`src/rtl/fsmc_cmd_pkg.sv`:
```
// Shared constants and types for the FSMC command assembler: the register map,
// the commit key, the bus FSM states and the status word layout.
package fsmc_cmd_pkg;

    localparam int TEMP_W     = 80;
    localparam int WORD_W     = 16;
    localparam int NUM_SHADOW = 5;

    localparam logic [15:0] COMMIT_KEY_DEF = 16'hA5A5;

    localparam int ADDR_W0     = 0;
    localparam int ADDR_W1     = 1;
    localparam int ADDR_W2     = 2;
    localparam int ADDR_W3     = 3;
    localparam int ADDR_W4     = 4;
    localparam int ADDR_COMMIT = 5;
    localparam int ADDR_STATUS = 6;

    typedef enum logic [1:0] {
        ST_IDLE      = 2'd0,
        ST_WR_ACTIVE = 2'd1,
        ST_WR_APPLY  = 2'd2,
        ST_RD_ACTIVE = 2'd3
    } fsm_state_t;

    // Status readback: sticky error flag in the MSB, commit counter in the low byte.
    function automatic logic [WORD_W-1:0] status_word(input logic err, input logic [7:0] cnt);
        return {err, 7'b0, cnt};
    endfunction

endpackage

```
`src/rtl/fsmc_sync.sv`:
```
// Multi-bit flop-chain synchroniser with configurable depth and reset value.
module fsmc_sync #(
    parameter int               WIDTH   = 1,
    parameter int               STAGES  = 2,
    parameter logic [WIDTH-1:0] RST_VAL = '0
) (
    input  logic             clk,
    input  logic             rst,
    input  logic [WIDTH-1:0] d,
    output logic [WIDTH-1:0] q
);

    logic [WIDTH-1:0] stage [STAGES];

    always_ff @(posedge clk or negedge rst) begin
        if (!rst) begin
            for (int i = 0; i < STAGES; i++) begin
                stage[i] <= RST_VAL;
            end
        end else begin
            stage[0] <= d;
            for (int i = 1; i < STAGES; i++) begin
                stage[i] <= stage[i-1];
            end
        end
    end

    assign q = stage[STAGES-1];

endmodule

```
`src/rtl/fsmc_cmd_assembler.sv`:
```
// Bridges the asynchronous FSMC bus into clk, collects five shadow words and
// publishes them atomically as an 80-bit command on a keyed commit write.
module fsmc_cmd_assembler
    import fsmc_cmd_pkg::*;
#(
    parameter int          ADDR_W      = 3,
    parameter logic [15:0] COMMIT_KEY  = COMMIT_KEY_DEF,
    parameter int          SYNC_STAGES = 2
) (
    input  logic              clk,
    input  logic              rst,
    input  logic              fsmc_ne,
    input  logic              fsmc_nwe,
    input  logic              fsmc_noe,
    input  logic [ADDR_W-1:0] fsmc_a,
    input  logic [15:0]       fsmc_d_i,
    output logic [15:0]       fsmc_d_o,
    output logic              fsmc_d_oe,
    output logic [TEMP_W-1:0] temp,
    output logic              temp_valid,
    output logic              cmd_err,
    output fsm_state_t        fsm_state
);

    logic              ne_s;
    logic              nwe_s;
    logic              noe_s;
    logic [ADDR_W-1:0] a_s;
    logic [15:0]       d_s;

    // Strobes reset to their inactive (high) level so reset never looks like an access.
    fsmc_sync #(
        .WIDTH   (3),
        .STAGES  (SYNC_STAGES),
        .RST_VAL (3'b111)
    ) u_ctrl_sync (
        .clk (clk),
        .rst (rst),
        .d   ({fsmc_ne, fsmc_nwe, fsmc_noe}),
        .q   ({ne_s, nwe_s, noe_s})
    );

    fsmc_sync #(
        .WIDTH   (ADDR_W + 16),
        .STAGES  (SYNC_STAGES),
        .RST_VAL ('0)
    ) u_bus_sync (
        .clk (clk),
        .rst (rst),
        .d   ({fsmc_a, fsmc_d_i}),
        .q   ({a_s, d_s})
    );

    fsm_state_t        state;
    fsm_state_t        state_next;
    logic              latch_en;
    logic              apply_en;
    logic [ADDR_W-1:0] wr_addr;
    logic [15:0]       wr_data;
    logic [15:0]       shadow [NUM_SHADOW];
    logic [7:0]        commit_cnt;
    logic [15:0]       rd_word;
    logic [TEMP_W-1:0] temp_next;

    assign fsm_state = state;

    always_ff @(posedge clk or negedge rst) begin
        if (!rst) begin
            state <= ST_IDLE;
        end else begin
            state <= state_next;
        end
    end

    always_comb begin
        state_next = state;
        latch_en   = 1'b0;
        apply_en   = 1'b0;
        case (state)
            ST_IDLE: begin
                if (!ne_s && !nwe_s) begin
                    state_next = ST_WR_ACTIVE;
                end else if (!ne_s && !noe_s) begin
                    state_next = ST_RD_ACTIVE;
                end
            end
            ST_WR_ACTIVE: begin
                latch_en = 1'b1;
                if (nwe_s || ne_s) begin
                    state_next = ST_WR_APPLY;
                end
            end
            ST_WR_APPLY: begin
                apply_en   = 1'b1;
                state_next = ST_IDLE;
            end
            ST_RD_ACTIVE: begin
                if (ne_s || noe_s) begin
                    state_next = ST_IDLE;
                end
            end
            default: state_next = ST_IDLE;
        endcase
    end

    always_comb begin
        rd_word = '0;
        for (int i = 0; i < NUM_SHADOW; i++) begin
            if (a_s == ADDR_W'(i)) begin
                rd_word = shadow[i];
            end
        end
        if (a_s == ADDR_W'(ADDR_STATUS)) begin
            rd_word = status_word(cmd_err, commit_cnt);
        end
    end

    always_comb begin
        temp_next = '0;
        for (int i = 0; i < NUM_SHADOW; i++) begin
            temp_next[i*WORD_W +: WORD_W] = shadow[i];
        end
    end

    always_ff @(posedge clk or negedge rst) begin
        if (!rst) begin
            wr_addr    <= '0;
            wr_data    <= '0;
            for (int i = 0; i < NUM_SHADOW; i++) begin
                shadow[i] <= '0;
            end
            temp       <= '0;
            temp_valid <= 1'b0;
            cmd_err    <= 1'b0;
            commit_cnt <= '0;
            fsmc_d_oe  <= 1'b0;
            fsmc_d_o   <= '0;
        end else begin
            temp_valid <= 1'b0;
            if (latch_en) begin
                wr_addr <= a_s;
                wr_data <= d_s;
            end
            if (apply_en) begin
                for (int i = 0; i < NUM_SHADOW; i++) begin
                    if (wr_addr == ADDR_W'(i)) begin
                        shadow[i] <= wr_data;
                    end
                end
                if (wr_addr == ADDR_W'(ADDR_COMMIT)) begin
                    if (wr_data == COMMIT_KEY) begin
                        temp       <= temp_next;
                        temp_valid <= 1'b1;
                        commit_cnt <= commit_cnt + 8'd1;
                    end else begin
                        cmd_err <= 1'b1;
                    end
                end
                if (wr_addr == ADDR_W'(ADDR_STATUS)) begin
                    cmd_err <= 1'b0;
                end
            end
            // Output enable tracks the next state so it drops on the same edge the read ends.
            fsmc_d_oe <= (state_next == ST_RD_ACTIVE);
            fsmc_d_o  <= (state_next == ST_RD_ACTIVE) ? rd_word : '0;
        end
    end

endmodule

```
`config.mk`:
```
export PLATFORM = sky130hd
export DESIGN_NAME = fsmc_cmd_assembler
export DESIGN_NICKNAME = d
export VERILOG_FILES = /design/src/rtl/fsmc_cmd_pkg.sv /design/src/rtl/fsmc_sync.sv /design/src/rtl/fsmc_cmd_assembler.sv
export SDC_FILE = /design/constraint.sdc
export NUM_CORES = 1
export LEC_CHECK = 0
export BUFFER_PORTS_ARGS = -buffer_cell sky130_fd_sc_hd__buf_2
export CORE_UTILIZATION = 62
export CTS_CLUSTER_DIAMETER = 150
export DETAILED_ROUTE_END_ITERATION = 8
export HOLD_SLACK_MARGIN = 0.08
export PLACE_DENSITY_LB_ADDON = 0.08
export SKIP_LAST_GASP = 1
export SYNTH_ARGS = -nofsm -noshare
export SYNTH_HDL_FRONTEND = slang
export SYNTH_SLANG_ARGS = --single-unit
export TNS_END_PERCENT = 100
```
`constraint.sdc`:
```
create_clock -name clk -period 4.13 [get_ports clk]
set_input_delay 0 -clock clk [delete_from_list [all_inputs] [get_ports clk]]
set_output_delay 0 -clock clk [all_outputs]
set_load 0.02 [all_outputs]
```
# After elaboration in Yosys (flattened, before gate mapping)
# Cells that the tools add are included.
# W data, S select, Z words.
totals:
  regBits: 252
  latch_bits: 0
  mem_bits_rw: 0
  mem_bits_ro: 0
  input_bits: 24
  mem_count: 0
classes:
  n_addsub: 1
  multipliers: 0
  div_mod_pow: 0
  n_lt_le_gt_ge: 0
  n_eq_ne: 17
  shifts: 0
  n_mux: 20
  bitwise_logic: 0
  reduce_logical: 18
ops:
  columns: ["op", "count"]
  rows:
  - ["$mux W16", 7]
  - ["$eq A16 B16 Y1 const B", 1]
  - ["$eq A3 B3 Y1 const B", 5]
  - ["$eq A3 B2 Y1 const B", 4]
  - ["$reduce_and A2 Y1", 5]
  - ["$add A8 B1 Y8 const B", 1]
  - ["$mux W1", 8]
  - ["$mux W2", 4]
  - ["$pmux W2 S4", 1]
  - ["$eq A2 B2 Y1 const B", 3]
  - ["$eq A3 B1 Y1 const B", 2]
  - ["$logic_not A3 Y1", 2]
  - ["$reduce_and A3 Y1", 2]
  - ["$logic_not A1 Y1", 3]
  - ["$eq A2 B1 Y1 const B", 1]
  - ["$logic_and A1 B1 Y1", 2]
  - ["$logic_not A2 Y1", 1]
  - ["$logic_or A1 B1 Y1", 2]
  - ["$ne A2 B1 Y1 const B", 1]
  - ["$reduce_bool A2 Y1", 1]

# Logic depth before layout (Yosys ltp)
logic_depth:
  depth_word: 8
  depth_mapped: 6
  mapped_depth_nobuf: 4

# Hierarchy
# From an unflattened synthesis, not the netlist that was laid out.
hier_totals:
  cells_unflattened: 631
  area_unflattened_um2: 9885.7
by_module_without_submodules:
  columns: ["module", "n_inst", "cells_per_inst", "area_per_inst_um2", "seq_area_each_um2"]
  rows:
  - ["fsmc_cmd_assembler", 1, 565, 8612.0, 5205.0]
  - ["fsmc_sync at u_bus_sync", 1, 57, 1093.5, 950.9]
  - ["fsmc_sync at u_ctrl_sync", 1, 9, 180.2, 157.7]

# Worst setup path after synthesis
# Ideal clock, no wire load.
synth_timing:
  path_type: "reg2reg"
  startpoint: "register state[0] (netlist: fsm_state[0])"
  endpoint: "register shadow[10] (netlist name)"
  setup_time_ns: 0.125
  arrival_ns: 1.807
  t_required_ns: 4.005
  slack_ns: 2.198
  path_stages_with_launch: 7
  n_path_buf: 2
  period_less_slack_ns: 1.932
  path_cell_list: "dfrtp_1 -> nand2b_4 -> or3b_1 -> buf_6 -> nor2_8 -> buf_6 -> mux2_2"
synth_between:
  elab_chain_len: 3
synth_lines:
  columns: ["item", "line_no", "text"]
  rows:
  - ["start, declared", "fsmc_cmd_assembler.sv:54", "fsm_state_t state;"]
  - ["start signal, assigned", "fsmc_cmd_assembler.sv:71", "state <= state_next;"]
  - ["$eq A2 B2 Y1", "fsmc_cmd_assembler.sv:79", "case (state)"]
  - ["$mux W1", "fsmc_cmd_assembler.sv:79", null]
  - ["$reduce_and A2 Y1 (no source line)", null, null]
  - ["end signal, assigned by index", "fsmc_cmd_assembler.sv:147", "shadow[i] <= wr_data;"]
  - ["end, declared", "fsmc_cmd_assembler.sv:60", "logic [15:0] shadow [NUM_SHADOW];"]
# No other way between the ends.
# A chain may end at the register's enable or synchronous reset.

# Worst setup path in the final report
layout_timing:
  startpoint: "register wr_data[12]"
  endpoint: "register temp[63]"
layout_between:
  elab_chain_len: 2
layout_lines:
  columns: ["item", "line_no", "text"]
  rows:
  - ["start, declared", "fsmc_cmd_assembler.sv:59", "logic [15:0] wr_data;"]
  - ["start signal, assigned", "fsmc_cmd_assembler.sv:142", "wr_data <= d_s;"]
  - ["$eq A16 B16 Y1", "fsmc_cmd_assembler.sv:151", "if (wr_data == COMMIT_KEY) begin"]
  - ["$reduce_and A3 Y1 (no source line)", null, null]
  - ["end signal, assigned", "fsmc_cmd_assembler.sv:152", "temp <= temp_next;"]
  - ["end, declared", "fsmc_cmd_assembler.sv:19", "output logic [TEMP_W-1:0] temp,"]
# No other way between the ends.

==> reports/metrics.yaml <==
status: "complete, no violations"
grt_max_degree: 117
clock_path_buffers: 3
coreArea_sq_um: 15300
clkLatencyLatePin_ns: 0.52
die_y_um: 127
finalSetupViolations: 0
wire_per_inst_um: 20.4
antenna_found_initial: 0
ir_drop_mv: 0.538
timing.fmax_ghz: 0.438
area_delta_synth_final_pct: 19.4
synth_enable_flop_cells: 0
crit_start: "wr_data[12]"
clk_pin_slew_ns: 0.06
die_area_sq_um: 16300
post-dp-hpwl_mm: 13.1
fin_util_pct: 76.4
tns_ns: 0
synth_compound_area_share_pct: 3.10
grt_use_total_pct: 26.3
tightest_slew_ns: 0.868
synth-xor-area-share_pct: 0.628
r2r_slack_ns: 1.85
cts_setup_buffers: 0
root_buffer: "clkbuf_16"
mappedNetlistArea_sq_um: 9760
first_global_vias: 5887
synthMuxAreaShare_pct: 23.5
slew_headroom_pct: 42.1
die_x_um: 127
syn_area_per_cell_sq_um: 16.1
place_congestion: 0.843
vias: 5606
cp-start-kind: "flip-flop"
async_flop_share_pct: 100
drive_gt1_share_pct: 49.7
antennaDiodeCount: 0
maxSlewViolCount: 0
cap_violations: 0
required_ns: 4.52
fin_worst_skew_ns: 0.0224
h-tree-depth: 1
grt_overflow: 0
hold_viol: 0
ant_nets: 0
drc: 0
critPathArrivalTime_ns: 2.67
setup_slack_ns: 1.85
cts_sinks: 252
synth.net_count: 632
drt-total-wl_mm: 20.2
floorplan.initialDensity_pct: 64.0
synth.distinct_cells: 43
synth-simple-area-share_pct: 5.58
cts_hold_buf: 23
powerDensity_nw_per_um2: 590
portBuffers: 124
ys_ff_latch: 252
finalPower_w: 0.00688
leakage_nw: 5.73
worst-setup-path-type: "reg -> reg"
critPathMaxFanout: 82
ios: 125
worstHoldStart: "fsmc_noe"
postSynthCellCount: 607
numCtsBuffers: 25
drt_pre_antenna_iters: 4
worstSetupEndpointType: "flip-flop"
rsz0062_at_grt: "false"
fin_crit_ns: 2.28
worstReg2RegStart: "wr_data[12]"
ys_warn_count: 0
num-nets-final: 782
period_share_pct: 55.3
grt_pass1_wl_mm: 32.5
route.detailed.vias_per_inst: 5.68
ys.flop_type: "dfrtp_1"
cts_resized: 0
dpl_worst_slack_ns: 1.95
drtIter0Drc: 409
holdCritPathClass: "in -> reg"
synth_top_family_by_area: "multiplexers"
rows: 45
cts_tree: "built"
yosys.area_share.adder_pct: 0.128
ys_seq_area_share_pct: 64.7
## kinds of logic after synthesis
family          after synthesis
compound gates               41
xor+xnor                      7
fa+ha+maj                     1
buf+inv                      35
flops                       252
mux                         197
simple gates                 74
## report_power, final
group	internal (W)	total [W]	leakage (nW)	switching [W]
clock network	0.00148	0.00243	0.433	0.000945
logic	0.000570	0.000915	2.05	0.000345
registers	0.00296	0.00354	3.24	0.000578
## placed cells by master (no fill, tap or decap), types with 3 or more instances in the layout
cell           count
nor3_2             8
buf_4              6
dfrtp_1          246
clkinv_2           5
buf_2            123
mux4_2             7
bufinv_16          5
nand4_1            3
nor2_1            14
clkbuf_16         25
nand2b_1          10
o22a_1             9
inv_1              3
mux2_2           172
nand2_1            7
a21oi_1            7
o2bb2ai_1          9
clkbuf_8           3
dlygate4sd3_1     23
dfstp_2            6
and4bb_2           5
nand3_1           11
mux2_1            17
clkinvlp_4         5
o22ai_1            9
xor2_1             5
## final timing paths
path / endpoint / cells past startpoint
max reg2reg: temp[63] / 5
min in group asynchronous: temp[16] / 2
min reg2reg: u_bus_sync.q[18] / 0
max: temp[63] / 5
max in group asynchronous: shadow[75] / 3
min: u_ctrl_sync.stage[3] / 2
## critical path, cell delays in order, from the launching register on
cell	delay [ns]
dfrtp_1	0.49
and4bb_2	0.37
nand4_1	0.23
nor2_4	0.19
buf_12	0.36
mux2_2	0.40
## layer usage
metal	track usage [%]	share of wire, %	wire, um
met1	38.9	45	9160
met2	41.4	49	9780
met3	3.64	4.6	933
met4	7.56	1.4	288
met5	0	0	0
## cell type report
type	instances	area [sq um]
Timing Repair Buffer	155	946
Multi-Input combinational cell	320	3220
Tap cell	211	264
Inverter	3	11.3
Clock buffer	28	667
Sequential cell	252	6310
Fill cell	918	3600
Clock inverter	18	239
## metrics by stage
| step | std cells | area, sq um | hold WS, ns |
|---|---|---|---|
| 2_1_floorplan | 607 | 9760 | -0.296 |
| 3_3_place_gp | 918 | 10500 | 0.106 |
| 3_5_place_dp | 918 | 10500 | 0.107 |
| 4_1_cts | 987 | 11700 | 0.102 |
| 5_1_grt | 987 | 11700 | 0.108 |
| 6_report | 987 | 11700 | 0.117 |
## state kept, by name (all words and copies together) (netlist names), 2 cells and up
| register | flops |
|---|---|
| u_ctrl_sync.q | 3 |
| temp | 80 |
| u_ctrl_sync.stage | 3 |
| u_bus_sync.q | 19 |
| u_bus_sync.stage | 19 |
| shadow | 80 |
| commit_cnt | 8 |
| wr_addr | 3 |
| wr_data | 16 |
| fsm_state | 2 |
| fsmc_d_o | 16 |
## Yosys cell counts (8+ instances only)
cell	number	area (sq um)
buf_2	8	40.0
buf_6	12	135
clkbuf_1	11	41.3
dfrtp_1	246	6160
mux2_1	17	191
mux2_2	172	1940
nand2b_1	10	62.6
nand3_1	11	55.1
nor2_1	14	52.6
nor3_2	8	80.1
o22a_1	9	78.8
o22ai_1	9	56.3
o2bb2ai_1	9	78.8
No activity file was read; power rests on OpenSTA's default activity.
